[config.mk]
export PLATFORM = sky130hd
export DESIGN_NAME = uart_rx_ctrl
export DESIGN_NICKNAME = d
export VERILOG_FILES = /design/src/rtl/uart_rx_ctrl.sv
export SDC_FILE = /design/constraint.sdc
export NUM_CORES = 1
export LEC_CHECK = 0
export ABC_CLOCK_PERIOD_IN_PS = 3890
export CAP_MARGIN = 20
export CORE_UTILIZATION = 50
export DETAILED_ROUTE_END_ITERATION = 12
export PLACE_DENSITY = 0.74
export SLEW_MARGIN = 20
export SYNTH_ARGS = -nofsm -noshare
export SYNTH_HDL_FRONTEND = slang
export SYNTH_SLANG_ARGS = --single-unit
[constraint.sdc]
create_clock -name clock -period 3.89 [get_ports clock]
set_clock_uncertainty 0.2 [all_clocks]
set_input_delay 0.5835 -clock clock [delete_from_list [all_inputs] [get_ports clock]]
set_output_delay 0.5835 -clock clock [all_outputs]
set_load 0.02 [all_outputs]
[src/rtl/uart_rx_ctrl.sv]
// Receive-side controller: drains uart_rx into a show-ahead byte FIFO with overflow and irq.
// Optional idle-line timeout is built when UART_RX_TIMEOUT_EN is defined.
module uart_rx_ctrl #(
  parameter int unsigned DEPTH        = 16,
  parameter int unsigned AW           = 4,
  parameter int unsigned TIMEOUT_BITS = 40
) (
  input  logic          clock,
  input  logic          reset_n,
  input  logic [15:0]   clock_divider,
  input  logic          rx_data_ready,
  input  logic [7:0]    rx_data,
  output logic          rx_read_en,
  input  logic          rd_en,
  output logic [7:0]    rd_data,
  output logic          rd_valid,
  output logic [AW:0]   count,
  input  logic [AW:0]   watermark,
  output logic          overflow,
  input  logic          overflow_clr,
  output logic          timeout,
  output logic          irq
);

  typedef enum logic [1:0] {IDLE, ACK, WAIT} state_e;

  localparam logic [AW:0] FULL_CNT = (AW+1)'(DEPTH);

  state_e        state_q, state_d;
  logic          rx_read_en_q, rx_read_en_d;
  logic [AW-1:0] rd_ptr_q, rd_ptr_d;
  logic [AW-1:0] wr_ptr_q, wr_ptr_d;
  logic [AW:0]   count_q, count_d;
  logic          overflow_q, overflow_d;
  logic          irq_q, irq_d;
  logic [7:0]    mem_q [DEPTH];
  logic [7:0]    mem_d [DEPTH];

  logic push_req, push_ok, pop, full, level_hit;

  always_comb begin
    state_d      = state_q;
    rx_read_en_d = 1'b0;
    push_req     = 1'b0;
    case (state_q)
      IDLE: begin
        if (rx_data_ready) begin
          push_req     = 1'b1;
          rx_read_en_d = 1'b1;
          state_d      = ACK;
        end
      end
      ACK:  state_d = WAIT;
      WAIT: if (!rx_data_ready) state_d = IDLE;
      default: state_d = IDLE;
    endcase
  end

  // A pop in the same cycle frees the slot, so a push into a full FIFO still succeeds.
  always_comb begin
    pop        = rd_en && (count_q != '0);
    full       = (count_q == FULL_CNT);
    push_ok    = push_req && (!full || pop);
    rd_ptr_d   = rd_ptr_q;
    wr_ptr_d   = wr_ptr_q;
    count_d    = count_q;
    mem_d      = mem_q;
    overflow_d = overflow_q;
    if (pop) rd_ptr_d = rd_ptr_q + AW'(1);
    if (push_ok) begin
      mem_d[wr_ptr_q] = rx_data;
      wr_ptr_d        = wr_ptr_q + AW'(1);
    end
    case ({push_ok, pop})
      2'b10:   count_d = count_q + (AW+1)'(1);
      2'b01:   count_d = count_q - (AW+1)'(1);
      default: count_d = count_q;
    endcase
    if (push_req && full && !pop) overflow_d = 1'b1;
    else if (overflow_clr)        overflow_d = 1'b0;
    level_hit = (watermark != '0) && (count_q >= watermark);
    irq_d     = level_hit || overflow_q || timeout;
  end

  always_ff @(posedge clock) begin
    if (!reset_n) begin
      state_q      <= IDLE;
      rx_read_en_q <= 1'b0;
      rd_ptr_q     <= '0;
      wr_ptr_q     <= '0;
      count_q      <= '0;
      overflow_q   <= 1'b0;
      irq_q        <= 1'b0;
    end else begin
      state_q      <= state_d;
      rx_read_en_q <= rx_read_en_d;
      rd_ptr_q     <= rd_ptr_d;
      wr_ptr_q     <= wr_ptr_d;
      count_q      <= count_d;
      overflow_q   <= overflow_d;
      irq_q        <= irq_d;
    end
  end

  always_ff @(posedge clock) begin
    mem_q <= mem_d;
  end

`ifdef UART_RX_TIMEOUT_EN
  localparam int unsigned TBW    = $clog2(TIMEOUT_BITS + 1);
  localparam logic [TBW-1:0] TB_MAX = TBW'(TIMEOUT_BITS);

  logic [15:0]    presc_q, presc_d;
  logic [TBW-1:0] bits_q, bits_d;
  logic           timeout_q, timeout_d;
  logic           tmo_clr;

  // Prescaler wraps once per bit time; the bit counter saturates at TIMEOUT_BITS.
  always_comb begin
    tmo_clr = push_ok || pop;
    presc_d = presc_q;
    bits_d  = bits_q;
    if (tmo_clr || (count_q == '0)) begin
      presc_d = '0;
      bits_d  = '0;
    end else if (({1'b0, presc_q} + 17'd1) >= {1'b0, clock_divider}) begin
      presc_d = '0;
      if (bits_q != TB_MAX) bits_d = bits_q + TBW'(1);
    end else begin
      presc_d = presc_q + 16'd1;
    end
    timeout_d = tmo_clr ? 1'b0
                        : (timeout_q || ((bits_d == TB_MAX) && (count_q != '0)));
  end

  always_ff @(posedge clock) begin
    if (!reset_n) begin
      presc_q   <= '0;
      bits_q    <= '0;
      timeout_q <= 1'b0;
    end else begin
      presc_q   <= presc_d;
      bits_q    <= bits_d;
      timeout_q <= timeout_d;
    end
  end

  assign timeout = timeout_q;
`else
  logic unused_cfg;
  assign unused_cfg = ^{clock_divider, TIMEOUT_BITS[0]};
  assign timeout    = 1'b0;
`endif

  assign rx_read_en = rx_read_en_q;
  assign rd_valid   = (count_q != '0);
  assign rd_data    = (count_q != '0) ? mem_q[rd_ptr_q] : '0;
  assign count      = count_q;
  assign overflow   = overflow_q;
  assign irq        = irq_q;

endmodule
; ---- After elaboration in Yosys (flattened, before gate mapping)
; Index checks and enable logic that the tools add are counted.
[word_totals]
regBits = 146
in_bits = 34
out_inout_bits = 18
wordCells = 71
[op_classes]
addsub = 4
order_cmp = 4
eq_ne = 7
mux = 15
n_bitwise = 2
reduce_logical = 16
[ops]
columns = op, count
row1 = 128-bit bitwise mux, 1
row2 = 8-bit binary-select mux with 4-bit select, 1
row3 = 8-bit demux with 4-bit select, 1
row4 = 8-bit 2-to-1 mux, 4
row5 = 5-bit >= comparator (second input constant), 2
row6 = 4-bit NOT with 5-bit output, 2
row7 = 5-bit case mux with 2 select lines, 1
row8 = 5-bit nonzero test, 2
row9 = 4-bit by 1-bit adder with 4-bit output (second input constant), 2
row10 = 1-bit logical AND, 6
row11 = 2-bit case mux with 3 select lines, 1
row12 = 5-bit by 1-bit adder with 5-bit output (second input constant), 1
row13 = 5-bit equality test (second input constant), 1
row14 = 5-bit >= comparator, 1
row15 = 5-bit by 1-bit < comparator with 1-bit output (second input constant), 1
row16 = 5-bit by 1-bit subtractor with 5-bit output (second input constant), 1
row17 = 2-bit by 1-bit equality test with 1-bit output (second input constant), 2
row18 = 2-bit equality test (second input constant), 2
row19 = 1-bit 2-to-1 mux, 4
row20 = 2-bit 2-to-1 mux, 2
row21 = 2-bit inequality test (second input constant), 2
row22 = 2-bit nonzero test, 2
row23 = 1-bit logical NOT, 2
row24 = 2-bit logical NOT, 1
row25 = 2 further kinds, 3

; ---- Longest topological paths before layout
; Gate-level depths: netlist (run 1).
[logic_depth]
word_depth = 6
depth_mapped = 14
depth_no_buf = 10

; ---- Worst setup path after synthesis (run 1)
; Ideal clock, no wire load.
[synth_timing]
path_kind = register to register
start = reg count_q[2], in the netlist count[2]
end = reg count_q[2], in the netlist count[2]
setup_ns = 0.074
arrival_ns = 3.179
t_required_ns = 3.616
path_slack_ns = 0.436
path_stages_with_launch = 15
path_buffers = 4
period_less_slack_ns = 3.454
path_cell_list = dfxtp_1 -> buf_6 -> or4_4 -> buf_6 -> o21a_1 -> buf_2 -> inv_1 -> ha_1 -> clkbuf_1 -> xor2_1 -> ha_1 -> a21oi_1 -> xnor2_1 -> or4b_2 -> o21ai_0
[synth_between]
elab_chain_len = 6
word_cells_on_any_way = 12
classes_between = add/sub: 2 / eq/ne: 3 / mux: 1 / reduce/logical: 6
[synth_lines]
columns = element, line
row1 = from (decl), 33  ; logic [AW:0] count_q, count_d;
row2 = from (signal assigned), 99  ; count_q <= count_d;
row3 = 5-bit equality test / 5-bit nonzero test (equally long branches), "62, 61"
row4 = 1-bit logical NOT / 1-bit logical AND (equally long branches), "63, 61"
row5 = 1-bit logical OR, 63  ; push_ok = push_req && (!full || pop);
row6 = 1-bit logical AND, 63
row7 = 2-bit by 1-bit equality test with 1-bit output / 2-bit equality test (equally long branches), 74  ; case ({push_ok, pop})
row8 = 5-bit case mux with 2 select lines / 2-bit nonzero test (equally long branches), --
; Several ways; a longest one is shown, not always the timed one.
; A chain may end at the register's enable or synchronous reset.

; ---- Worst setup path in the final report (run 1)
[layout_timing]
start = reg rd_ptr_q[1]
end = out rd_data[7]
[layout_between]
elab_chain_len = 5
[layout_lines]
columns = element, line
row1 = from (decl), 31  ; logic [AW-1:0] rd_ptr_q, rd_ptr_d;
row2 = from (signal assigned), 97  ; rd_ptr_q <= rd_ptr_d;
row3 = 4-bit NOT with 5-bit output (not written as such), 157  ; assign rd_data = (count_q != '0) ? mem_q[rd_ptr_q] : '0;
row4 = 8-bit binary-select mux with 4-bit select, 157
row5 = 8-bit 2-to-1 mux (not written as such) (2 in series), 157
row6 = 8-bit 2-to-1 mux, 157
row7 = to (decl), 15  ; output logic [7:0] rd_data,
; Every way passes these cells. The select of a mux whose other input is x is not followed.

==> results of run 1 <==
==> power by group through the flow <==
stage / Clock, uW / Sequential (uW) / Combinational, uW
finish: 1520 / 1900 / 1210
CTS: 1540 / 1910 / 1220
global route: 1620 / 1930 / 1310
global placement: 0 / 1940 / 1190
detailed placement: 0 / 1940 / 1210
floorplan: 0 / 1870 / 863
==> Yosys cell counts, drive strengths merged, types with 6 or more instances <==
library cell / number
nor2b: 12
nor3: 6
clkbuf: 6
inv: 11
mux2i: 13
buf: 18
nand2b: 9
nor2: 16
nand2: 8
a211oi: 17
edfxtp: 128
and2: 7
dfxtp: 18
xnor2: 6
mux4: 32
ha: 13
==> stage by stage <==
step | cell area [sq um] | hold slack [ns]
detailed placement | 6720 | 0.295
global route | 7280 | 0.330
global placement | 6720 | 0.279
CTS | 7280 | 0.301
finish | 7280 | 0.294
floorplan | 6150 | 0.264
==> kinds of logic (layout without fill, tap and decap cells) <==
family / Yosys count / in the layout
buffers and inverters: 35 / 98
muxes: 46 / 46
adders and majority gates: 13 / 13
and+or+nand+nor: 70 / 70
xor gates and xnor gates: 8 / 8
AOI/OAI and AO/OA: 39 / 39
DFF: 146 / 146
other: 1 / 1
==> how the worst max path moves through the flow <==
stage | end | depth (start not counted) | from | slack (ns)
floorplan | count[2]$_SDFFE_PN0P_ | 14 | count[2]$_SDFFE_PN0P_ | 0.44
global placement | count[2]$_SDFFE_PN0P_ | 11 | rx_data_ready | 0.39
detailed placement | count[2]$_SDFFE_PN0P_ | 11 | rx_data_ready | 0.31
CTS | rd_data[7] | 6 | rd_ptr_q[1]$_SDFFE_PN0P_ | 0.16
global route | rd_data[6] | 6 | rd_ptr_q[1]$_SDFFE_PN0P_ | 0.07
finish | rd_data[7] | 6 | rd_ptr_q[1]$_SDFFE_PN0P_ | 0.25
==> worst reg2reg max path, delay by kind of cell, from the launching register on <==
family / cells / cell delay (ns)
buffers and inverters: 1 / 0.11
xor gates and xnor gates: 2 / 0.28
AOI/OAI and AO/OA: 3 / 0.61
DFF: 1 / 0.40
adders and majority gates: 2 / 0.41
and+or+nand+nor: 2 / 1.22
==> final cells by class <==
type | count | area (sq um) | area share (%)
Timing Repair Buffer | 55 | 510 | 7.01
Clock buffer | 18 | 429 | 5.89
Sequential cell | 146 | 4210 | 57.8
Tap cell | 147 | 184 | 2.53
Multi-Input combinational cell | 177 | 1780 | 24.5
Clock inverter | 14 | 129 | 1.77
Inverter | 11 | 41.3 | 0.567
==> sequential cells by signal, summed over array words and instances, names as in the netlist <==
register    flops
mem_q         128
count           5
rd_ptr_q        4
wr_ptr_q        4
state_q         2
irq             1
overflow        1
rx_read_en      1
==> routing by layer <==
| layer | vias up | wire (microns) | global-route usage, % |
|---|---|---|---|
| met4 | 0 | 163 | 7.46 |
| li1 | 1502 | - | - |
| met5 | - | 0 | 0 |
| met3 | 13 | 802 | 6.11 |
| met1 | 1619 | 4920 | 26.6 |
| met2 | 126 | 5620 | 31.4 |
==> layout by cell type, fill, tap and decap left out, drive strengths merged, types with 3 or more instances in the layout <==
| cell | netlist | routed |
|---|---|---|
| nor2b | 12 | 12 |
| clkinvlp | 0 | 3 |
| o21a | 4 | 4 |
| a21oi | 3 | 3 |
| mux2i | 13 | 13 |
| clkinv | 0 | 5 |
| nand3 | 3 | 3 |
| dfxtp | 18 | 18 |
| o21ai | 4 | 4 |
| ha | 13 | 13 |
| clkbuf | 6 | 18 |
| nor2 | 16 | 16 |
| nand2b | 9 | 9 |
| a211oi | 17 | 17 |
| nor3 | 6 | 6 |
| mux4 | 32 | 32 |
| clkdlybuf4s50 | 0 | 34 |
| nand2 | 8 | 8 |
| edfxtp | 128 | 128 |
| and2 | 7 | 7 |
| inv | 11 | 16 |
| buf | 18 | 21 |
| xnor2 | 6 | 6 |
==> metrics list, run 1 <==
* Status: completed
- Of all nets on the critical path, the largest fanout is 27.
- Sequential-to-total area share from yosys stat: 68.3%
- Drt drc: 0
- Synthesized area per cell: 17.2 sq um
* Cell family with most CP delay: buffers and inverters
- Global-route wire length before repair: 18,300 microns
* Reg-to-reg endpoint: count[2]$_SDFFE_PN0P_
- In this run the power spent charging and discharging nets is 1360 uW.
* Slew at the pin closest to its max-slew limit: 0.818 ns
- The most used flip-flop cell after synthesis is sky130_fd_sc_hd__edfxtp_1.
- Non-filler instance count after layout: 568
- Registers are responsible for 41.1% of the overall power.
- The filler cells instantiated in the layout total 874.
* Peak supply drop: 0.308 mV
- Crit path launch type: register
- CTS root buf: sky130_fd_sc_hd__clkbuf_16
* Cell type with the largest total area after synthesis: sky130_fd_sc_hd__edfxtp_1
- Area growth from synthesis to final layout: 18.3%
* Worst rel slew slack: 45.3%
- Clock tree synthesis inserted a total of 17 buffers.
- The routed layout has 3,260 vias.
- For this design, the slowest cell found on the critical path is sky130_fd_sc_hd__clkdlybuf4s50_1.
- Entering global routing, the biggest net connects 28 pins.
* Share of cell area taken by muxes after synthesis: 14.0%
- Gate Count Post-Synth: 358
- Data arrival time of the critical path: 2.86 ns
- The detailed router finished its first iteration with 248 violations.
- Boundary pin count: 52
- The cell area that synthesis handed to floorplanning was 0.00615 sq mm.
- The cell that appears most often on the critical path is sky130_fd_sc_hd__a211oi_1.
- After clock tree synthesis, the setup repair step added 0 buffers.
- In the final layout, the share of cells above drive strength 1 is 21.1%.
- During placement, the flow inserted port buffers numbering 34.
- Before antenna repair, the detailed router went through 5 iterations.
- Diode insertion count for antenna repair: 0
* Synthesized-area fraction occupied by ao, oa, aoi and oai cells: 4.82%
- Clock latency on the worst-skew pair: 0.41 ns
* Number of synthesized register bits: 146
- Sorting the synthesized cells by area gives the leading types as sky130_fd_sc_hd__edfxtp_1, sky130_fd_sc_hd__mux4_2, sky130_fd_sc_hd__dfxtp_1.
- Clock-pin slew was measured on the worst setup and hold paths at 0.06 ns.
- Horizontal die dimension: 113 microns
- Reg2reg setup slack: 0.60 ns
- After the last flow step, the layout net total stands at 455.
- Setup repair after global routing left no endpoint under its margin.
- Post-Synthesis Net Count: 405
- Summed over its instances, the top area cell type makes up 62.5% of the synthesized netlist area.
- Number of failing setup endpoints in the final timing report: 0
* Final core utilization: 60.6%
* Number of enable-type register cells in the synthesized netlist: 128
* Routability-driven placement congestion ratio: 0.727
* Number of nets with antenna violations after routing: 0
* Number of global-route vias before repair: 3,294
- Minimum clock period after layout: 3.64 ns
- Hold Crit Endpoint: state_q[1]$_SDFFE_PN0P_
- For this run the aggregate overflow at the end of global routing stands at 0.
- Power spread over the standard cell area amounts to 636 mW/mm^2.
- The share of total power dissipated in the clock network is 32.8%.
- Maximum count of clock buffers along a single path: 2
- Hold Path Class: register to register
- The critical path contains buffers and inverters numbering 2 combined.
* WL final: 11,500 microns
* Beginning of the worst hold path: state_q[0]$_SDFFE_PN0P_
- LEAKAGE: 0.00238 uW
* Total of max-cap violations: 0
* Worst path max stage delay: 0.60 ns
- Number of antenna violations at the first check in global routing: 0
* Rows: 40
- In this run, post-CTS hold repair placed 0 buffers.
* GRT Util Overall: 20.0%
* Instance count after placement with tap cells included: 536
- Total core area: 0.0120 sq mm
- Internal power comes to 3270 uW.
* Final total power: 4630 uW
- Setup slack on the critical path of the routed design comes to 0.247 ns.
- Once the floorplan was initialized, standard cells occupied 51.2% of the core.
- Total Neg Setup Slack: 0 ns
- HPWL after DPL: 7240 microns
* Share of synthesized flip-flops with an asynchronous set or reset: 0%
- Counting distinct cell types in the post-synthesis netlist gives 44.
- Upper clock frequency limit: 274 MHz
- In the routed layout, each cell is associated on average with a via count of 5.74.
- TritonCTS built the clock tree.
* Adder-cell area share of the yosys netlist: 2.64%
* Die Ht: 113 microns
- The signal on the critical path passes through buf_12 > mux4_2 > nor2b_1 > a211oi_1 > a211oi_1 > clkdlybuf4s50_1.
- Average wire length per cell after detail routing: 20.2 microns
- The clock tree synthesis step divided the H-tree into 4 levels.
- Timing analysis after detailed placement gives a worst setup slack of 0.306 ns.
* Fraction of synthesized cell area in xor and xnor cells: 1.14%
* Final hold violation count: 0
- Counting cells, the worst reg-to-reg path comes to 10.
- Fraction of the mapped netlist area in simple logic gates: 6.26%
* Final Slew Violations: 0
- The worst path uses 93.7% of the clock period.
- Full die area: 0.0128 sq mm
* Critical Path RT: 3.11 ns
* Dominant combinational cell family by area after synthesis: multiplexers
- STA classifies the critical path endpoint as an output port.
- The worst register-to-register path begins at count[1]$_SDFFE_PN0P_.
- In this run, post-CTS repair resized a total of 0 instances.
* Critical setup path kind: register to output port
- Combinational cell fraction of total power: 26.1%
* Sink Count: 146
- For this run, the number of Yosys warnings is 0.
- Cell count of the worst hold path: 2
* Switching Fraction: 29.3%
Note: power is estimated with default switching activity, not from simulation.
==> run 2: changes to the inputs <==
--- a/config.mk
+++ b/config.mk
@@ -5,12 +5,13 @@
 export SDC_FILE = /design/constraint.sdc
 export NUM_CORES = 1
 export LEC_CHECK = 0
+export ABC_AREA = 1
 export ABC_CLOCK_PERIOD_IN_PS = 3890
 export CAP_MARGIN = 20
 export CORE_UTILIZATION = 50
 export DETAILED_ROUTE_END_ITERATION = 12
 export PLACE_DENSITY = 0.74
-export SLEW_MARGIN = 20
 export SYNTH_ARGS = -nofsm -noshare
 export SYNTH_HDL_FRONTEND = slang
 export SYNTH_SLANG_ARGS = --single-unit
+export TNS_END_PERCENT = 5
==> run 2 against run 1 <==
- register-to-register slack better by 0.71 ns
- clock-buffer cell count is 8 higher
- sequential share of layout area is 0.37 points lower
- power is 0.86% higher
- largest cell class unchanged
- worst setup slack worse by 0.079 ns
- critical path depth is 3 higher
- critical path type unchanged
- highest routed layer unchanged
==> metrics list, run 2 <==
* Dpl ws: 0.656 ns (+0.350 ns)
- TritonCTS built the clock tree.
- The mean cell area of the mapped netlist was 10.5 sq um (-39%).
- Remaining global-route overflow: 0 (unchanged)
* Filler cell count in the final layout: 1,014 (+16%)
- Upper clock frequency limit: 269 MHz (-2.1%)
* Number of enable-type register cells in the synthesized netlist: 128 (unchanged)
- Total standard cell area after synthesis: 0.00639 sq mm (+3.8%)
- Number of distinct library cells after synthesis: 27 (-39%)
- Start point of the critical path: rd_ptr_q[0]$_SDFFE_PN0P_
- By count the netlist is led by sky130_fd_sc_hd__nand2_1, sky130_fd_sc_hd__edfxtp_1, sky130_fd_sc_hd__a21oi_1.
* GRT Util Overall: 22.5% (+2.5 points)
- Post-CTS clock slew at the launch and capture registers of the worst setup and hold paths: 0.06 ns (about the same)
- Horizontal die dimension: 115 microns (+1.9%)
- The worst relative slew slack was 42.8% (-2.5 points).
- Diode insertion count for antenna repair: 0 (unchanged)
- The synthesized netlist net count was 656 (+62%).
- WL final: 14,000 microns (+22%)
- The number of hold buffers added after CTS is 0 (unchanged).
* Rows: 40 (unchanged)
- In this run the critical register-to-register path is launched from count[1]$_SDFFE_PN0P_.
- Beginning of the worst hold path: state_q[1]$_SDFFE_PN0P_
* Number of failing setup endpoints in the final timing report: 0 (unchanged)
- Sink Count: 146 (unchanged)
- The total number of yosys warnings was 0 (unchanged).
- The most common cell in the synthesized netlist is sky130_fd_sc_hd__nand2_1.
- The number of buffer cells added on primary ports is 34 (unchanged).
* Number of antenna violations at the first check in global routing: 0 (unchanged)
- Commonest non-fill, non-tap cells in the layout: sky130_fd_sc_hd__nand2_1, sky130_fd_sc_hd__edfxtp_1, sky130_fd_sc_hd__a21oi_1, sky130_fd_sc_hd__nand3_1, sky130_fd_sc_hd__nor2_1
- Number of nets in the layout: 688 (+51%)
* DR iter-0 viols: 488 (+97%)
* Minimum clock period after layout: 3.72 ns (+0.0791 ns)
- HPWL after DPL: 8530 microns (+18%)
- The number of design rule violations left after detail routing came to 0 (unchanged).
- The worst hold slack came to 0.259 ns (-0.0347 ns).
- Summed over all instances, the cell type with the most area after synthesis is sky130_fd_sc_hd__edfxtp_1.
- The number of buffers added for setup after CTS came to 0 (unchanged).
- Standard cell area after detailed placement: 0.00680 sq mm (+1.1%)
- TritonCTS buffer count: 17 (unchanged)
- After synthesis, the cell types taking the most area are sky130_fd_sc_hd__edfxtp_1, sky130_fd_sc_hd__nand2_1, sky130_fd_sc_hd__dfxtp_1.
* Clock latency on the worst-skew pair: 0.42 ns (about the same)
- The die footprint came to 0.0132 sq mm (+3.8%).
* Routed via count: 4,444 (+36%)
* Switching Fraction: 33.0% (+3.7 points)
- Unrepaired setup endpoints after global routing: no
* Total Neg Setup Slack: 0 ns (unchanged)
* Pin count of the biggest net entering global routing: 44 (+57%)
- Hold Path Class: register to register
- The share of Yosys cell area claimed by the top area cell type was 60.2% (-2.3 points).
- The share of final-layout standard cells stronger than drive strength 1 is 6.57% (-15 points).
* Critical setup path kind: register to output port
* Starting Density: 52.3% (+1.1 points)
- The routed length per instance came to 17.0 microns (-16%).
- Max FFs per register: 128 (unchanged)
- The floorplan die height is 115 microns (+1.9%).
- Crit path launch type: register
- STA classifies the critical path endpoint as an output port.
- The area of the core was 0.0122 sq mm (+1.7%).
- Final hold violation count: 0 (unchanged)
- CTS root buf: sky130_fd_sc_hd__clkbuf_16
- The final weighted congestion of routability-driven global placement came to 0.827 (+14%).
- Maximum count of clock buffers along a single path: 2 (unchanged)
* Gate Count Post-Synth: 609 (+70%)
- The number of slew-limit violations in the final report came to 0 (unchanged).
- The number of global-route vias before repair is 4,130 (+25%).
* Part of the total power dissipated in the clock network: 31.2% (-1.6 points)
- Net switching power figure: 1540 uW (+13%)
* Sequential share of power: 39.9% (-1.2 points)
- Final WS setup: 0.168 ns (-0.0791 ns)
- Number of synthesized register bits: 146 (unchanged)
* Initial DRT Pass Iterations: 5 (unchanged)
* Combinational cell fraction of total power: 28.9% (+2.8 points)
* Predominant post-synthesis flop cell: sky130_fd_sc_hd__edfxtp_1
- The run finished with clean final reports.
* Area growth from synthesis to final layout: 14.7%
- Leading cell type in the layout, fill and taps excluded: sky130_fd_sc_hd__nand2_1
- The signal arrival time at the worst endpoint is 2.94 ns (+0.08 ns).
* Boundary pin count: 52 (unchanged)
- The number of H-tree levels was 4 (unchanged).
* Peak supply drop: 0.356 mV (+15%)
- The global-route wire length before repair came to 21,500 microns (+17%).
- The final instance area came to 0.00733 sq mm (+0.62%).
- The fraction of registers with async set or reset after synthesis came to 0% (unchanged).
- The critical path required time was 3.11 ns (about the same).
- Number of nets with antenna violations after routing: 0 (unchanged)
* Slew at the pin closest to its max-slew limit: 0.855 ns (+0.0370 ns)
- Number of resized instances in the post-cts repair step: 0 (unchanged)
* Crit-path max FO: 43 (+59%)
- Register with the highest flop count: mem_q
- Sequential-to-total area share from yosys stat: 65.8% (-2.5 points)
- The static leakage came to 0.00291 uW (+22%).
- Total of max-cap violations: 0 (unchanged)
- P per Cell Area: 638 mW/mm^2 (+0.24%)
- Cell-internal power: 3130 uW (-4.4%)
* Post-route clock period utilization: 95.7% (+2.0 points)
- The average vias per placed instance was 5.41 (-5.8%).
## run 2: layout make-up
type | instances | area [sq um] | area share (%)
timing repair buffer | 37 | 375 | 5.12
tap | 168 | 210 | 2.87
sequential | 146 | 4210 | 57.4
clock buffer | 26 | 500 | 6.83
inverter | 38 | 143 | 1.95
multi-input combinational | 401 | 1860 | 25.4
clock inverter | 6 | 28.8 | 0.393
## run 2: worst paths after layout
path | endpoint | slack, ns | cells past startpoint
worst max-delay path | rd_data[6] | 0.17 | 9
worst min-delay path | state_q[1]$_SDFFE_PN0P_ | 0.26 | 1
worst max register to register | count[4]$_SDFFE_PN0P_ | 1.31 | 16
worst min register to register | state_q[1]$_SDFFE_PN0P_ | 0.26 | 1
## run 2: per-layer routing
layer,GRT usage [%],vias up,wire [microns]
met5,0,-,0
met3,5.54,15,1030
met4,8.48,0,143
met2,36.3,185,6790
li1,-,2110,-
met1,29.6,2134,6030
## run 2: cells by family after synthesis
family          share of synthesized area (%)
simple gates                             21.3
flops                                    65.8
buf+inv                                  5.03
compound gates                           4.68
fa+ha+maj                                2.55
xor+xnor                                0.548
other cells                            0.0587
## run 2: metrics by stage
step,total power (uW),utilization (%),cells
after global placement,3170,55.7,790
after CTS,4660,60.0,822
after global routing,4870,60.0,822
after floorplan,2770,-,609
final,4670,60.0,822
after detailed placement,3210,55.7,790
## run 2: power groups by stage
stage	Clock (uW)	Combinational, uW	Sequential, uW
6_report	1460	1350	1860
5_1_grt	1530	1480	1870
4_1_cts	1470	1330	1860
3_5_place_dp	0	1320	1890
3_3_place_gp	0	1280	1890
2_1_floorplan	0	895	1870
## run 2: worst max-delay path: stages (launching register included)
cell                              delay [ns]
sky130_fd_sc_hd__dfxtp_2                0.66
sky130_fd_sc_hd__inv_2                  0.35
sky130_fd_sc_hd__buf_12                 0.29
sky130_fd_sc_hd__nand2_1                0.08
sky130_fd_sc_hd__nand3_1                0.06
sky130_fd_sc_hd__nand2_1                0.10
sky130_fd_sc_hd__nor2_1                 0.07
sky130_fd_sc_hd__nor3_1                 0.25
sky130_fd_sc_hd__nor2_1                 0.09
sky130_fd_sc_hd__clkdlybuf4s50_1        0.54
==> run 3: changes to the inputs <==
--- a/config.mk
+++ b/config.mk
@@ -7,10 +7,11 @@
 export LEC_CHECK = 0
 export ABC_AREA = 1
 export ABC_CLOCK_PERIOD_IN_PS = 3890
-export CAP_MARGIN = 20
+export CAP_MARGIN = 10
 export CORE_UTILIZATION = 50
 export DETAILED_ROUTE_END_ITERATION = 12
 export PLACE_DENSITY = 0.74
+export SETUP_SLACK_MARGIN = 0.05
 export SYNTH_ARGS = -nofsm -noshare
 export SYNTH_HDL_FRONTEND = slang
 export SYNTH_SLANG_ARGS = --single-unit
==> run 3 against run 2 <==
- non-clock buffer count unchanged
- first-iteration DRC count up 5.9%
- final area about the same
- hold slack about the same
- register-to-register slack better by 0.02 ns
- critical endpoint unchanged
- largest power group unchanged
- highest routed layer unchanged
==> metrics list, run 3 (same netlist as run 2, synthesis figures left out) <==
- The power per cell area is 636 mW/mm^2 (-0.20%).
- The final critical-path share of the clock period came to 92.0% (-3.7 points).
- Multi-input combinational cell area: 0.00186 sq mm (unchanged)
* Maximum count of clock buffers along a single path: 2 (unchanged)
* Global-route wire length before repair: 21,500 microns (unchanged)
- Hold Path Class: register to register
- The number of slew-limit violations in the final report was 0 (unchanged).
- The number of hold buffers added after CTS was 0 (unchanged).
- The register clock-pin slew on the reported worst setup and hold paths came to 0.06 ns (about the same).
- Rows: 40 (unchanged)
- The reg2reg setup slack came to 1.33 ns (+0.02 ns).
- Data arrival time of the critical path: 2.79 ns (-0.15 ns)
- Initial DRT Pass Iterations: 5 (unchanged)
* Standard cell area after detailed placement: 0.00680 sq mm (unchanged)
- The area added between synthesis and finish came to 14.7% (about the same).
- Average wire length per cell after detail routing: 16.9 microns (-0.48%)
* Number of resized instances in the post-cts repair step: 0 (unchanged)
* Die Ht: 115 microns (unchanged)
* Reg2Reg Launch Point: count[1]$_SDFFE_PN0P_
- Setup repair after global routing left no endpoint under its margin.
- Part of the total power dissipated in the clock network: 31.2% (about the same)
- The critical path ends at rd_data[6].
- Number of antenna violations at the first check in global routing: 0 (unchanged)
- CTS root buf: sky130_fd_sc_hd__clkbuf_16
- Pin count of the biggest net entering global routing: 44 (unchanged)
- Commonest non-fill, non-tap cells in the layout: sky130_fd_sc_hd__nand2_1, sky130_fd_sc_hd__edfxtp_1, sky130_fd_sc_hd__a21oi_1, sky130_fd_sc_hd__nand3_1, sky130_fd_sc_hd__nor2_1
* Start point of the critical path: rd_ptr_q[0]$_SDFFE_PN0P_
- Max FFs per register: 128 (unchanged)
- Starting Density: 52.3% (unchanged)
- The CTS buffer count was 17 (unchanged).
* Boundary pin count: 52 (unchanged)
* Worst r2r path cells: 16 (unchanged)
* Remaining global-route overflow: 0 (unchanged)
* H-tree depth: 4 (unchanged)
* Switching Fraction: 32.9% (-0.13 points)
- Setup crit end kind: output port
- Cell-internal power: 3130 uW (about the same)
- WL final: 13,900 microns (-0.48%)
* Number of failing setup endpoints in the final timing report: 0 (unchanged)
* Critical setup path kind: register to output port
- The count of nets left with antenna violations after detail routing was 0 (unchanged).
* Crit path launch type: register
* Total of max-cap violations: 0 (unchanged)
* Diode insertion count for antenna repair: 0 (unchanged)
- Sequential Area: 0.00421 sq mm (about the same)
* Horizontal die dimension: 115 microns (unchanged)
- Status: completed
* Total Neg Setup Slack: 0 ns (unchanged)
- The sink count of the clock tree was 146 (unchanged).
- The critical path required time was 3.11 ns (about the same).
* Net switching power figure: 1530 uW (-0.56%)
* Post-DR vias/cell: 5.39 (-0.23%)
- The static leakage is 0.00291 uW (about the same).
- The area of the core came to 0.0122 sq mm (unchanged).
* Reg-to-reg endpoint: count[4]$_SDFFE_PN0P_
- Routability-driven placement congestion ratio: 0.827 (unchanged)
* Final hold violation count: 0 (unchanged)
- Sequential share of power: 39.9% (about the same)
- Peak supply drop: 0.355 mV (-0.34%)
* HPWL after DPL: 8530 microns (unchanged)
* GRT Util Overall: 22.5% (unchanged)
- Worst rel slew slack: 42.8% (about the same)
- The post-layout net count came to 688 (unchanged).
- Upper clock frequency limit: 280 MHz (+4.0%)
- Full die area: 0.0132 sq mm (unchanged)
- Register with the highest flop count: mem_q
- Crit-path max FO: 43 (unchanged)
* Clock latency on the worst-skew pair: 0.42 ns (about the same)
- Slew at the pin closest to its max-slew limit: 0.855 ns (+0.000345 ns)
- The share of final-layout standard cells stronger than drive strength 1 was 6.57% (unchanged).
- The layout filler cell count came to 1,013 (-0.099%).
* Combinational cell fraction of total power: 28.9% (about the same)
* Routed via count: 4,434 (-0.23%)
- The number of global-route vias before repair came to 4,130 (unchanged).
* TritonCTS clock tree: done
- Minimum clock period after layout: 3.58 ns (-0.145 ns)
* DR iter-0 viols: 517 (+5.9%)
* Non-Filler Cell Area, Final: 0.00733 sq mm (about the same)
- The number of buffers added for setup after CTS came to 0 (unchanged).
- The worst hold path begins at state_q[1]$_SDFFE_PN0P_.
* Port Buf Inserts: 34 (unchanged)
- The library cell used most frequently in the layout, excluding fill and tap cells, is sky130_fd_sc_hd__nand2_1.
- The number of design rule violations left after detail routing is 0 (unchanged).
-- run 3: cell counts in the layout (fill, tap and decap cells not counted) --
Identical to the previous run, type by type.
-- run 3: per-layer routing --
metal / wire, microns / up-vias / global-route usage, %
li1: - / 2113 / -
met2: 6800 / 186 / 36.3
met4: 157 / 0 / 8.48
met1: 5800 / 2120 / 29.6
met5: 0 / - / 0
met3: 1160 / 15 / 5.54
-- run 3: how the worst min path moves through the flow --
stage	depth (start not counted)	to
3_5_place_dp	1	state_q[1]$_SDFFE_PN0P_
5_1_grt	1	state_q[1]$_SDFFE_PN0P_
3_3_place_gp	1	state_q[1]$_SDFFE_PN0P_
6_report	1	state_q[1]$_SDFFE_PN0P_
2_1_floorplan	1	state_q[1]$_SDFFE_PN0P_
4_1_cts	1	state_q[1]$_SDFFE_PN0P_
-- run 3: through the flow --
stage / setup WS, ns / util [%] / instances / total power [uW] / hold slack, ns
finish: 0.312 / 60.0 / 822 / 4660 / 0.259
global placement: 0.679 / 55.7 / 790 / 3170 / 0.235
detailed placement: 0.656 / 55.7 / 790 / 3210 / 0.254
floorplan: 1.58 / - / 609 / 2770 / 0.223
global route: 0.145 / 60.0 / 822 / 4870 / 0.284
CTS: 0.189 / 60.0 / 822 / 4660 / 0.263
-- run 3: critical path: stages, from the launching register on --
cell                              delay (ns)
sky130_fd_sc_hd__dfxtp_4                0.44
sky130_fd_sc_hd__inv_2                  0.40
sky130_fd_sc_hd__buf_12                 0.29
sky130_fd_sc_hd__nand2_1                0.07
sky130_fd_sc_hd__nand3_1                0.07
sky130_fd_sc_hd__nand2_1                0.07
sky130_fd_sc_hd__nor2_1                 0.17
sky130_fd_sc_hd__nor3_1                 0.10
sky130_fd_sc_hd__nor2_1                 0.12
sky130_fd_sc_hd__clkdlybuf4s50_1        0.61
-- run 3: power groups by stage --
stage          Clock, uW  Combinational (uW)  Sequential (uW)
2_1_floorplan          0                 895             1870
3_3_place_gp           0                1280             1890
4_1_cts             1470                1330             1860
3_5_place_dp           0                1320             1890
5_1_grt             1530                1480             1870
6_report            1460                1350             1860
-- run 3: final cells by class --
class                           instances  area share, %
Inverter                               38           1.95
Multi-Input combinational cell        401           25.4
Tap cell                              168           2.87
Timing Repair Buffer                   37           5.12
Clock inverter                          6          0.393
Sequential cell                       146           57.4
Clock buffer                           26           6.83
